[src/rtl/spi_apb_pkg.sv]
`default_nettype none
// ============================================================================
// Module      : spi_apb_pkg
// Description : Register map, bit positions and APB phase encoding shared by
//               the SPI APB controller and its RX FIFO.
// Revision    : 1.0 - initial release
// ============================================================================
package spi_apb_pkg;

    // Register select, taken from PADDR[3:2]
    localparam logic [1:0] c_reg_ctrl   = 2'd0;
    localparam logic [1:0] c_reg_status = 2'd1;
    localparam logic [1:0] c_reg_txdata = 2'd2;
    localparam logic [1:0] c_reg_rxdata = 2'd3;

    localparam int c_ctrl_apb_mode  = 0;
    localparam int c_ctrl_rx_irq_en = 1;
    localparam int c_ctrl_tx_irq_en = 2;

    localparam int c_st_rx_empty   = 0;
    localparam int c_st_rx_full    = 1;
    localparam int c_st_rx_ovf     = 2;
    localparam int c_st_tx_pending = 3;
    localparam int c_st_tx_udf     = 4;
    localparam int c_st_tx_ovw     = 5;
    localparam int c_st_rx_count   = 8;

    localparam logic [1:0] c_apb_idle   = 2'd0;
    localparam logic [1:0] c_apb_setup  = 2'd1;
    localparam logic [1:0] c_apb_access = 2'd2;

endpackage
`default_nettype wire

[src/rtl/spi_rx_fifo.sv]
`default_nettype none
// ============================================================================
// Module      : spi_rx_fifo
// Description : Synchronous FIFO for received SPI words. A push into a full
//               FIFO is dropped and flagged unless a pop frees a slot.
// Revision    : 1.0 - initial release
// ============================================================================
module spi_rx_fifo #(
    parameter int W     = 10,
    parameter int DEPTH = 4
) (
    input  logic                     clk,
    input  logic                     rst,
    input  logic                     push,
    input  logic [W-1:0]             push_data,
    input  logic                     pop,
    output logic [W-1:0]             head,
    output logic                     full,
    output logic                     empty,
    output logic                     overflow,
    output logic [$clog2(DEPTH):0]   count
);

    localparam int             AW     = $clog2(DEPTH);
    localparam int             CW     = AW + 1;
    localparam logic [AW:0]    c_full = CW'(DEPTH);

    logic [W-1:0]  r_mem [DEPTH];
    logic [AW-1:0] r_wr_ptr;
    logic [AW-1:0] r_rd_ptr;
    logic [AW:0]   r_count;
    logic          w_do_push;
    logic          w_do_pop;

    assign full      = (r_count == c_full);
    assign empty     = (r_count == '0);
    assign w_do_pop  = pop & ~empty;
    // A simultaneous pop frees the slot, so a full FIFO still accepts the push
    assign w_do_push = push & (~full | w_do_pop);
    assign overflow  = push & ~w_do_push;
    assign head      = r_mem[r_rd_ptr];
    assign count     = r_count;

    always_ff @(posedge clk) begin
        if (w_do_push) begin
            r_mem[r_wr_ptr] <= push_data;
        end
    end

    always_ff @(posedge clk) begin
        if (rst) begin
            r_wr_ptr <= '0;
            r_rd_ptr <= '0;
            r_count  <= '0;
        end else begin
            if (w_do_push) begin
                r_wr_ptr <= r_wr_ptr + AW'(1);
            end
            if (w_do_pop) begin
                r_rd_ptr <= r_rd_ptr + AW'(1);
            end
            case ({w_do_push, w_do_pop})
                2'b10:   r_count <= r_count + CW'(1);
                2'b01:   r_count <= r_count - CW'(1);
                default: r_count <= r_count;
            endcase
        end
    end

endmodule
`default_nettype wire

[src/rtl/spi_apb_ctrl.sv]
`default_nettype none
// ============================================================================
// Module      : spi_apb_ctrl
// Description : APB3 slave that feeds the SPI TX holding word, buffers
//               received SPI words and raises a level interrupt.
// Revision    : 1.0 - initial release
// ============================================================================
module spi_apb_ctrl
    import spi_apb_pkg::*;
#(
    parameter int RX_DEPTH = 4,
    parameter int ADDR_W   = 4,
    parameter int DATA_W   = 32
) (
    input  logic              clk,
    input  logic              rst,
    input  logic              PSEL,
    input  logic              PENABLE,
    input  logic              PWRITE,
    input  logic [ADDR_W-1:0] PADDR,
    input  logic [DATA_W-1:0] PWDATA,
    output logic [DATA_W-1:0] PRDATA,
    output logic              PREADY,
    output logic              PSLVERR,
    input  logic [9:0]        spi_rx_data,
    input  logic              spi_rx_valid,
    input  logic              spi_tx_valid,
    output logic [7:0]        spi_tx_data,
    output logic              spi_apb_mode,
    output logic              irq
);

    localparam int CW = $clog2(RX_DEPTH) + 1;

    logic [1:0]        r_state;
    logic              r_apb_mode;
    logic              r_rx_irq_en;
    logic              r_tx_irq_en;
    logic [7:0]        r_tx_data;
    logic              r_tx_pending;
    logic              r_tx_udf;
    logic              r_tx_ovw;
    logic              r_rx_ovf;
    logic              r_tx_valid_q;
    logic              r_tx_edge;
    logic              r_irq;

    logic              w_access;
    logic              w_wr;
    logic              w_rd;
    logic [1:0]        w_sel;
    logic              w_wr_ctrl;
    logic              w_wr_status;
    logic              w_wr_tx;
    logic              w_rd_rx;
    logic              w_fifo_pop;
    logic [9:0]        w_fifo_head;
    logic              w_fifo_full;
    logic              w_fifo_empty;
    logic              w_fifo_ovf;
    logic [CW-1:0]     w_fifo_count;
    logic              w_tx_udf_set;
    logic              w_tx_ovw_set;
    logic [DATA_W-1:0] w_status;
    logic              w_unused;

    // Only an enable phase that follows a setup phase counts as an access
    assign w_access    = PSEL & PENABLE & (r_state == c_apb_setup);
    assign w_wr        = w_access & PWRITE;
    assign w_rd        = w_access & ~PWRITE;
    assign w_sel       = PADDR[3:2];
    assign w_wr_ctrl   = w_wr & (w_sel == c_reg_ctrl);
    assign w_wr_status = w_wr & (w_sel == c_reg_status);
    assign w_wr_tx     = w_wr & (w_sel == c_reg_txdata);
    assign w_rd_rx     = w_rd & (w_sel == c_reg_rxdata);
    assign w_fifo_pop  = w_rd_rx & ~w_fifo_empty;
    assign w_unused    = ^{PADDR, PWDATA};

    assign w_tx_udf_set = r_tx_edge & ~r_tx_pending & ~w_wr_tx;
    assign w_tx_ovw_set = w_wr_tx & r_tx_pending;

    spi_rx_fifo #(
        .W     (10),
        .DEPTH (RX_DEPTH)
    ) u_rx_fifo (
        .clk       (clk),
        .rst       (rst),
        .push      (spi_rx_valid),
        .push_data (spi_rx_data),
        .pop       (w_fifo_pop),
        .head      (w_fifo_head),
        .full      (w_fifo_full),
        .empty     (w_fifo_empty),
        .overflow  (w_fifo_ovf),
        .count     (w_fifo_count)
    );

    always_ff @(posedge clk) begin
        if (rst) begin
            r_state <= c_apb_idle;
        end else if (PSEL & ~PENABLE) begin
            r_state <= c_apb_setup;
        end else if (w_access) begin
            r_state <= c_apb_access;
        end else begin
            r_state <= c_apb_idle;
        end
    end

    always_comb begin
        w_status                         = '0;
        w_status[c_st_rx_empty]          = w_fifo_empty;
        w_status[c_st_rx_full]           = w_fifo_full;
        w_status[c_st_rx_ovf]            = r_rx_ovf;
        w_status[c_st_tx_pending]        = r_tx_pending;
        w_status[c_st_tx_udf]            = r_tx_udf;
        w_status[c_st_tx_ovw]            = r_tx_ovw;
        w_status[c_st_rx_count +: CW]    = w_fifo_count;
    end

    always_comb begin
        PRDATA = '0;
        if (w_rd) begin
            case (w_sel)
                c_reg_ctrl:   PRDATA = DATA_W'({r_tx_irq_en, r_rx_irq_en, r_apb_mode});
                c_reg_status: PRDATA = w_status;
                c_reg_rxdata: PRDATA = w_fifo_empty ? '0 : DATA_W'(w_fifo_head);
                default:      PRDATA = '0;
            endcase
        end
    end

    assign PREADY  = 1'b1;
    assign PSLVERR = w_access & ((~PWRITE & (w_sel == c_reg_txdata)) |
                                 ( PWRITE & (w_sel == c_reg_rxdata)) |
                                 (w_rd_rx & w_fifo_empty));

    always_ff @(posedge clk) begin
        if (rst) begin
            r_apb_mode   <= 1'b0;
            r_rx_irq_en  <= 1'b0;
            r_tx_irq_en  <= 1'b0;
            r_tx_data    <= '0;
            r_tx_pending <= 1'b0;
            r_tx_udf     <= 1'b0;
            r_tx_ovw     <= 1'b0;
            r_rx_ovf     <= 1'b0;
            r_tx_valid_q <= 1'b0;
            r_tx_edge    <= 1'b0;
            r_irq        <= 1'b0;
        end else begin
            if (w_wr_ctrl) begin
                r_apb_mode  <= PWDATA[c_ctrl_apb_mode];
                r_rx_irq_en <= PWDATA[c_ctrl_rx_irq_en];
                r_tx_irq_en <= PWDATA[c_ctrl_tx_irq_en];
            end
            r_tx_valid_q <= spi_tx_valid;
            r_tx_edge    <= spi_tx_valid & ~r_tx_valid_q;
            // A software write in the consume cycle keeps the new word pending
            if (w_wr_tx) begin
                r_tx_data    <= PWDATA[7:0];
                r_tx_pending <= 1'b1;
            end else if (r_tx_edge) begin
                r_tx_pending <= 1'b0;
            end
            r_tx_udf <= w_tx_udf_set | (r_tx_udf & ~(w_wr_status & PWDATA[c_st_tx_udf]));
            r_tx_ovw <= w_tx_ovw_set | (r_tx_ovw & ~(w_wr_status & PWDATA[c_st_tx_ovw]));
            r_rx_ovf <= w_fifo_ovf   | (r_rx_ovf & ~(w_wr_status & PWDATA[c_st_rx_ovf]));
            r_irq    <= (r_rx_irq_en & ~w_fifo_empty) | (r_tx_irq_en & ~r_tx_pending) |
                        r_rx_ovf | r_tx_udf;
        end
    end

    assign spi_tx_data  = r_tx_data;
    assign spi_apb_mode = r_apb_mode;
    assign irq          = r_irq;

endmodule
`default_nettype wire

[config.mk]
export PLATFORM = sky130hd
export DESIGN_NAME = spi_apb_ctrl
export DESIGN_NICKNAME = d
export VERILOG_FILES = /design/src/rtl/spi_apb_pkg.sv /design/src/rtl/spi_rx_fifo.sv /design/src/rtl/spi_apb_ctrl.sv
export SDC_FILE = /design/constraint.sdc
export NUM_CORES = 1
export LEC_CHECK = 0
export CORE_AREA = 2 2 118 120
export DETAILED_ROUTE_END_ITERATION = 7
export DIE_AREA = 0 0 120 122
export HOLD_SLACK_MARGIN = 0.05
export PLACE_DENSITY = 0.59
export SLEW_MARGIN = 20
export SYNTH_ARGS = -nofsm -noshare
export SYNTH_HDL_FRONTEND = slang
export SYNTH_HIERARCHICAL = 1
export SYNTH_SLANG_ARGS = --single-unit
[constraint.sdc]
create_clock -name clk -period 4.2 [get_ports clk]
set_clock_uncertainty 0.05 [all_clocks]
set_input_delay 0.84 -clock clk [delete_from_list [all_inputs] [get_ports clk]]
set_output_delay 0.84 -clock clk [all_outputs]
set_load 0.1 [all_outputs]
---- Yosys cells after proc, flatten, opt, wreduce, memory -nomap -nowiden ----
Memories as Yosys holds them, arrays and structs flattened. A register that Yosys moved wholly into a read port is not among the register bits.
Index checks and enable logic that the tools add are counted.
cells by class
  add/sub/neg operators ................... 4
  eq/ne operators ......................... 7
  muxes and demuxes ....................... 12
  bitwise logic cells ..................... 49
  reduce and logical (&&, ||, !) cells .... 5
operators by type and width
  operator             number
  $pmux 11 s3          1
  $and 1x1->1          29
  $mux 11              1
  $not 1->1            11
  $mux 10              1
  $or 1x1->1           9
  $eq 2x1->1 const B   3
  $eq 2x2->1 const B   3
  $mux 2               3
  $pmux 3 s2           1
  $mux 1               5
  $add 2x1->2 const B  2
  $reduce_bool 2->1    2
  $add 3x1->3 const B  1
  $eq 3x3->1 const B   1
  $logic_not 3->1      1
  $sub 3x1->3 const B  1
  $logic_not 2->1      1
  $reduce_or 2->1      1
storage, ports and cells
  register bits ........................... 27
  RAM bits ................................ 40
  input port bits ......................... 53
  output and inout bits ................... 44
  logic and storage cells ................. 94
  memories ................................ 1
memory list
  memory           depth  width  rd ports  clocked after memory_dff  wr ports  RTL line           source
  u_rx_fifo.r_mem  4      10     1         1                         1         spi_rx_fifo.sv:28  logic [W-1:0] r_mem [DEPTH];

---- Logic depth before layout (Yosys ltp) ----
Gate-level depths: netlist of run 1.
  depth after elaboration ................. 11
  mapped depth ............................ 13

---- Cells and area by module ----
The synthesis of run 1 kept the hierarchy.
modules (own cells, without submodules)
  module        times used  cells an instance  area each (sq um)  sequential area each (sq um)
  spi_rx_fifo   1           107                1946.9             1381.3
  spi_apb_ctrl  1           154                1307.5             400.4

---- Worst setup path before layout of run 1 ----
No wires, ideal clock.
  kind .................................... input to output
  start ................................... in PENABLE
  end ..................................... out PRDATA[0]
  arrival ................................. 3.313 ns
  path slack .............................. -0.003 ns
  stages on the path ...................... 3
  path buffers ............................ 1
  cell sequence ........................... nand4b_2 > buf_4 > nor3_1
between the ends
  longest elaborated chain between the ends .. 4
ends and longest elaborated chain
  item                      RTL line             source
  from (decl)               spi_apb_ctrl.sv:18   input logic PENABLE,
  $and 1x1->1 (2 in a row)  spi_apb_ctrl.sv:68   assign w_access = PSEL & PENABLE & (r_state == c_apb_setup);
  $and 1x1->1               spi_apb_ctrl.sv:70   assign w_rd = w_access & ~PWRITE;
  $mux 11                   spi_apb_ctrl.sv:123  if (w_rd) begin
  to (decl)                 spi_apb_ctrl.sv:22   output logic [DATA_W-1:0] PRDATA,
No other way between the ends.

---- Worst setup path in the final report of run 1 ----
  start ................................... in PADDR[3]
  end ..................................... out PRDATA[1]
between the ends
  longest elaborated chain between the ends .. 3
  elaborated cells on any way between the ends .. 5
  classes of those cells .................. eq/ne: 2; mux: 2; reduce/logical: 1
ends and longest elaborated chain
  item                                RTL line             source
  from (decl)                         spi_apb_ctrl.sv:20   input logic [ADDR_W-1:0] PADDR,
  $eq 2x2->1 (tied with other cells)  spi_apb_ctrl.sv:124  case (w_sel)
  $pmux 11 s3 (*)                     spi_apb_ctrl.sv:124
  $mux 11 (*)                         spi_apb_ctrl.sv:123
Mark *: on every way between the ends. The rest lies on a longest branch, timed or not.

==> results.py, run 1 <==
metrics = {
    "global_route": {
        "gr-total-overflow": 0,
        "grt_pass1_vias": 2152,
        "antenna_found_initial": 0,
        "grt_pass1_wl_um": 11200,
        "grt_max_degree": 19,
        "grtUsageTotal_pct": 10.1,
    },
    "critical_path": {
        "timing.reg2reg.setup_slack_ns": 1.23,
        "end_kind": "primary output",
        "max_stage_delay_ns": 0.47,
        "start_kind": "input port",
        "path_cells": "clkdlybuf4s50_1 -> buf_4 -> and3b_1 -> a2bb2oi_1 -> nor3_1 -> buf_12",
        "worstSetupPathType": "input port to primary output",
        "crit_start": "PADDR[3]",
        "rr_worst_depth": 13,
        "crit_path_max_fanout": 18,
        "r2r-end": "u_rx_fifo/count[2]",
        "crit_slowest_cell": "clkdlybuf4s50_1",
        "reg2reg_from": "u_rx_fifo/count[1]",
        "cp.required_ns": 3.31,
        "arrival_ns": 2.42,
    },
    "yosys": {
        "synth-seq-cells": 69,
        "synth_xor_area_share_pct": 0.807,
        "synth-adder-area-share_pct": 2.54,
        "synthSimpleGateAreaFrac_pct": 15.3,
        "synth_ff_type": "edfxtp_1",
        "synth_compound_area_share_pct": 8.00,
        "netlist_instances": 261,
        "post_synth_num_cell_types": 45,
        "synth_top_family_by_area": "simple AND/OR/NAND/NOR gates",
        "yosysSeqAreaShare_pct": 54.7,
        "ys_warn_count": 6,
        "synth_mux_area_share_pct": 8.61,
        "synthArstFlopShare_pct": 0,
        "synth_edf_count": 40,
        "avgSynthCellArea_um2": 12.5,
        "syn_area_um2": 3250,
    },
    "route": {
        "drtIter0Drc": 87,
        "viasPerCell": 4.20,
        "finalWirelength_um": 6860,
        "vias": 2088,
        "ant_nets": 0,
        "routedWlPerCell_um": 13.8,
        "drtPass1Iterations": 4,
        "drc_errors": 0,
    },
    "die": {
        "pin_count": 97,
        "die_area_um2": 14600,
        "fp.dieH_um": 122,
        "die_w_um": 120,
        "rows": 43,
        "core_um2": 13500,
        "initial_utilization_pct": 24.1,
    },
    "clock_tree": {
        "hold_buffers": 0,
        "postCtsSetupBuffers": 0,
        "cts.path.max_buffers": 2,
        "cts_resized": 0,
        "cts_buffers": 9,
        "cts_num_sinks": 69,
        "clk_latency_ns": 0.32,
        "htreeDepth": 3,
        "cts_tree": "done",
        "ctsRootBufferMaster": "clkbuf_16",
        "clkSlewWorstSetupHoldPaths_ns": 0.05,
    },
    "timing": {
        "drv_slew": 0,
        "tns_ns": 0,
        "tightest_slew_ns": 0.969,
        "fin_crit_ns": 3.31,
        "slew_headroom_pct": 35.2,
        "rsz0062_at_grt": "no",
        "setup_viol": 0,
        "hold_violations": 0,
        "whs_ns": 0.342,
        "finalCritPeriodShare_pct": 78.7,
        "timing.fmax_ghz": 0.302,
    },
    "run": {
        "cap_violations": 0,
    },
    "pwr": {
        "intPower_uw": 1320,
        "switchingPower_uw": 431,
        "leakagePower_uw": 0.00148,
        "clockPowerShare_pct": 44.6,
        "power_uw": 1750,
        "p_comb_share_pct": 12.3,
        "seqPwrFrac_pct": 43.1,
        "switching_share_pct": 24.6,
        "vdd_drop_max_uv": 228,
        "power_density_nw_per_um2": 412,
    },
    "finish": {
        "n_fill_cell": 1371,
        "fin_util_pct": 31.5,
        "drive_gt1_share_pct": 17.0,
        "diodes": 0,
        "area_delta_synth_final_pct": 30.6,
        "multi_input_area_um2": 1230,
        "seqCellArea_um2": 1780,
        "fin_nets": 372,
    },
    "placement": {
        "io_buffers": 48,
        "place.gp.congestion": 0.792,
        "dp_hpwl_um": 4970,
    },
    "min_path": {
        "min_from": "r_tx_valid_q",
        "hold_class": "register to register",
        "hold_path_end": "r_tx_edge",
        "hold_depth": 1,
    },
    "outcome": {
        "status": "completed",
    },
}
-- Yosys cell counts, types with 2 or more instances --
master     number  area, um^2
and3b_1         2        17.5
nand2_1         2        7.51
mux4_2         10         225
and3_1          3        18.8
mux2i_1         4        40.0
clkbuf_1        2        7.51
nor3b_2         2        25.0
edfxtp_1       40        1200
conb_1          2        7.51
inv_1          10        37.5
and2_1          6        37.5
ha_1            5        62.6
dfxtp_1        29         581
nand2b_1        6        37.5
nor2b_1         9        56.3
o21ai_1         8        40.0
a21oi_1        22         110
o21ai_0         7        35.0
buf_4          27         203
nor3_1          6        30.0
nand3_1        12        60.1
a2bb2oi_1       3        26.3
nor2_1         16        60.1
or3_1           2        12.5
buf_6           4        45.0
xor2_1          3        26.3
-- critical path: cells and delay by family --
| family | cells | cell delay, ns |
|---|---|---|
| buffers and inverters | 3 | 0.94 |
| AO/OA/AOI/OAI | 1 | 0.08 |
| AND/OR/NAND/NOR | 2 | 0.54 |
-- worst max-delay path by stage --
stage | end | slack [ns] | depth (start not counted)
floorplan | PRDATA[0] | -0.003 | 3
global placement | u_rx_fifo/count[2] | 0.66 | 12
detailed placement | u_rx_fifo/count[2] | 0.63 | 13
CTS | PRDATA[1] | 0.88 | 6
global route | PRDATA[1] | 0.76 | 6
finish | PRDATA[1] | 0.89 | 6
-- sequential cells by signal, summed over array words and instances (netlist names), named ones only --
name and cells:
r_tx_ovw 1, irq 1, u_rx_fifo/r_rd_ptr 2, r_tx_udf 1, r_rx_ovf 1, r_tx_valid_q 1, spi_apb_mode 1, u_rx_fifo/r_wr_ptr 2
r_tx_edge 1, r_state 2, u_rx_fifo/count 3, r_rx_irq_en 1, u_rx_fifo/r_mem 40, r_tx_pending 1, r_tx_irq_en 1, spi_tx_data 8
-- cells in the final DEF (no fill, tap or decap), types with 10 or more instances in the layout --
master           netlist  routed
a21oi_1               22      22
buf_12                 1      12
clkdlybuf4s50_1        0      36
conb_1                 2      22
dfxtp_1               29      29
edfxtp_1              40      40
inv_1                 10      10
mux4_2                10      10
nand3_1               12      12
nor2_1                16      16
-- through the flow --
step | instances | setup WS [ns] | cell area [um^2]
after detailed placement | 482 | 0.627 | 3940
final | 497 | 0.894 | 4250
after global placement | 482 | 0.656 | 3940
after global routing | 497 | 0.764 | 4250
after floorplan | 281 | -0.00263 | 3330
after CTS | 497 | 0.876 | 4250
-- final cells by class --
class,instances,share of cell area (%)
Timing Repair Buffer,56,15.5
Sequential cell,69,41.9
Multi-Input combinational cell,167,28.9
Clock buffer,9,5.30
Tap cell,180,5.30
Clock inverter,6,2.09
Inverter,10,0.883
-- per-layer routing --
metal  vias up  GRT usage [%]  share of wire [%]
met2        84           16.0                 48
met1       996           12.7                 44
li1       1000              -                  -
met3         8           3.75                7.3
met5         -              0                  0
met4         0           3.31               0.83
-- kinds of logic after synthesis --
logic type                 after synthesis
xor gates and xnor gates                 3
muxes                                   15
adders and majority gates                6
other                                    2
and+or+nand+nor                         76
AOI/OAI and AO/OA                       45
DFF                                     69
buffers and inverters                   45
-- power by group through the flow --
stage / logic, uW / clock network, uW / registers, uW
5_1_grt: 230 / 835 / 756
4_1_cts: 216 / 800 / 754
3_5_place_dp: 216 / 0 / 768
3_3_place_gp: 212 / 0 / 766
6_report: 215 / 781 / 754
2_1_floorplan: 172 / 0 / 770
Note: power is estimated with default switching activity, not from simulation.
==> run 2: changes to the inputs <==
- clock period: 4.2 -> 3.17 ns (I/O delays scaled with it)
==> results.py, run 2 (synthesis gave the netlist of run 1 again) <==
metrics = {
    "outcome": {
        "status": "completed",
    },
    "route": {
        "drtPass1Iterations": 4,
        "ant_nets": 0,
        "vias": 2124,
        "drc_errors": 0,
        "drtIter0Drc": 117,
        "viasPerCell": 4.16,
        "routedWlPerCell_um": 13.8,
        "finalWirelength_um": 7070,
    },
    "pwr": {
        "leakagePower_uw": 0.00157,
        "vdd_drop_max_uv": 360,
        "power_density_nw_per_um2": 531,
    },
    "finish": {
        "top_register": "u_rx_fifo/r_mem",
        "diodes": 0,
        "fin_nets": 385,
        "largest_reg_flops": 40,
        "area_delta_synth_final_pct": 32.7,
        "mostFrequentLayoutCell": "edfxtp_1",
        "drive_gt1_share_pct": 24.2,
        "final_cell_area_um2": 4320,
        "final_cell_mix": "edfxtp_1, buf_4, dfxtp_1, clkdlybuf4s50_1, conb_1",
    },
    "critical_path": {
        "cp.required_ns": 2.49,
        "r2r-end": "u_rx_fifo/count[2]",
        "crit_slowest_cell": "clkdlybuf4s50_1",
        "timing.reg2reg.setup_slack_ns": 0.45,
        "max_stage_delay_ns": 0.50,
        "path_cells": "clkdlybuf4s50_1 -> buf_4 -> and4b_1 -> nand3_4 -> nor3b_2 -> buf_12",
        "crit_path_max_fanout": 6,
        "worst-path-buf-inv": 3,
        "crit_family": "buffers and inverters",
        "rr_worst_depth": 12,
        "worstSetupPathType": "input port to primary output",
        "reg2reg_from": "u_rx_fifo/count[1]",
        "arrival_ns": 2.28,
        "start_kind": "input port",
        "end_kind": "primary output",
    },
    "timing": {
        "slew_headroom_pct": 59.5,
        "setup_viol": 0,
        "tightest_slew_ns": 0.606,
        "tns_ns": 0,
        "fin_crit_ns": 2.97,
        "rsz0062_at_grt": "no",
        "timing.fmax_ghz": 0.337,
        "drv_slew": 0,
        "finalCritPeriodShare_pct": 93.6,
        "hold_violations": 0,
    },
    "die": {
        "rows": 43,
        "fp.dieH_um": 122,
        "initial_utilization_pct": 24.1,
        "core_um2": 13500,
        "pin_count": 97,
        "die_w_um": 120,
        "die_area_um2": 14600,
    },
    "global_route": {
        "grtUsageTotal_pct": 10.5,
        "grt_max_degree": 19,
        "use_met1_pct": 12.8,
        "grt_pass1_wl_um": 11500,
        "antenna_found_initial": 0,
        "grt_util_met2_pct": 16.9,
        "use_met3_pct": 3.37,
        "gr-total-overflow": 0,
        "busiest_layer": "met2",
        "grt_pass1_vias": 2192,
    },
    "clock_tree": {
        "htreeDepth": 3,
        "postCtsSetupBuffers": 0,
        "clk_latency_ns": 0.33,
        "clkSlewWorstSetupHoldPaths_ns": 0.05,
        "hold_buffers": 0,
        "cts_num_sinks": 69,
        "cts_buffers": 9,
        "cts_tree": "done",
        "cts_resized": 0,
        "ctsRootBufferMaster": "clkbuf_16",
        "cts.path.max_buffers": 2,
    },
    "min_path": {
        "hold_path_end": "r_tx_edge",
        "hold_depth": 1,
        "hold_class": "register to register",
        "min_from": "r_tx_valid_q",
    },
    "run": {
        "cap_violations": 0,
    },
    "placement": {
        "place.gp.congestion": 0.754,
        "io_buffers": 48,
        "dp_hpwl_um": 5050,
        "placed_cell_area_um2": 4020,
    },
}
## run 2: cell type report
cell class | count | area [um^2]
Inverter | 10 | 37.5
Sequential cell | 69 | 1780
Clock inverter | 5 | 60.1
Tap cell | 180 | 225
Timing Repair Buffer | 69 | 733
Fill cell | 1371 | 9190
Multi-Input combinational cell | 167 | 1240
Clock buffer | 11 | 243
## run 2: worst max-delay path by stage
stage                       start  slack (ns)            endpoint  cells after the start
after floorplan           PENABLE       -0.62           PRDATA[1]                      3
after global placement    PENABLE       -0.12  u_rx_fifo/count[2]                     12
after detailed placement   PWRITE       -0.11  u_rx_fifo/count[2]                     13
after CTS                 PENABLE        0.18          PRDATA[10]                      6
after global routing       PWRITE        0.05  u_rx_fifo/count[2]                     13
final                     PENABLE        0.20          PRDATA[10]                      6
## run 2: through the flow
step	setup WS [ns]	hold WS (ns)	util [%]	cells	power, uW
after floorplan	-0.624	0.317	-	281	1250
after global placement	-0.117	0.323	29.7	495	1310
after detailed placement	-0.110	0.325	29.7	495	1310
after CTS	0.180	0.333	32.0	511	2320
after global routing	0.0485	0.349	32.0	511	2380
final	0.203	0.334	32.0	511	2290
## run 2: where the power goes
| group | total [uW] | internal [uW] | switching, uW |
|---|---|---|---|
| sequential | 998 | 983 | 15.4 |
| clock | 1000 | 631 | 371 |
| combinational | 292 | 86.3 | 206 |
| total | 2290 | 1700 | 592 |
## run 2: per-layer routing
metal  vias to the layer above  part of all wire, %
li1                       1029                    -
met1                      1008                   46
met2                        74                   47
met3                        13                  5.2
met4                         0                  2.3
met5                         -                    0
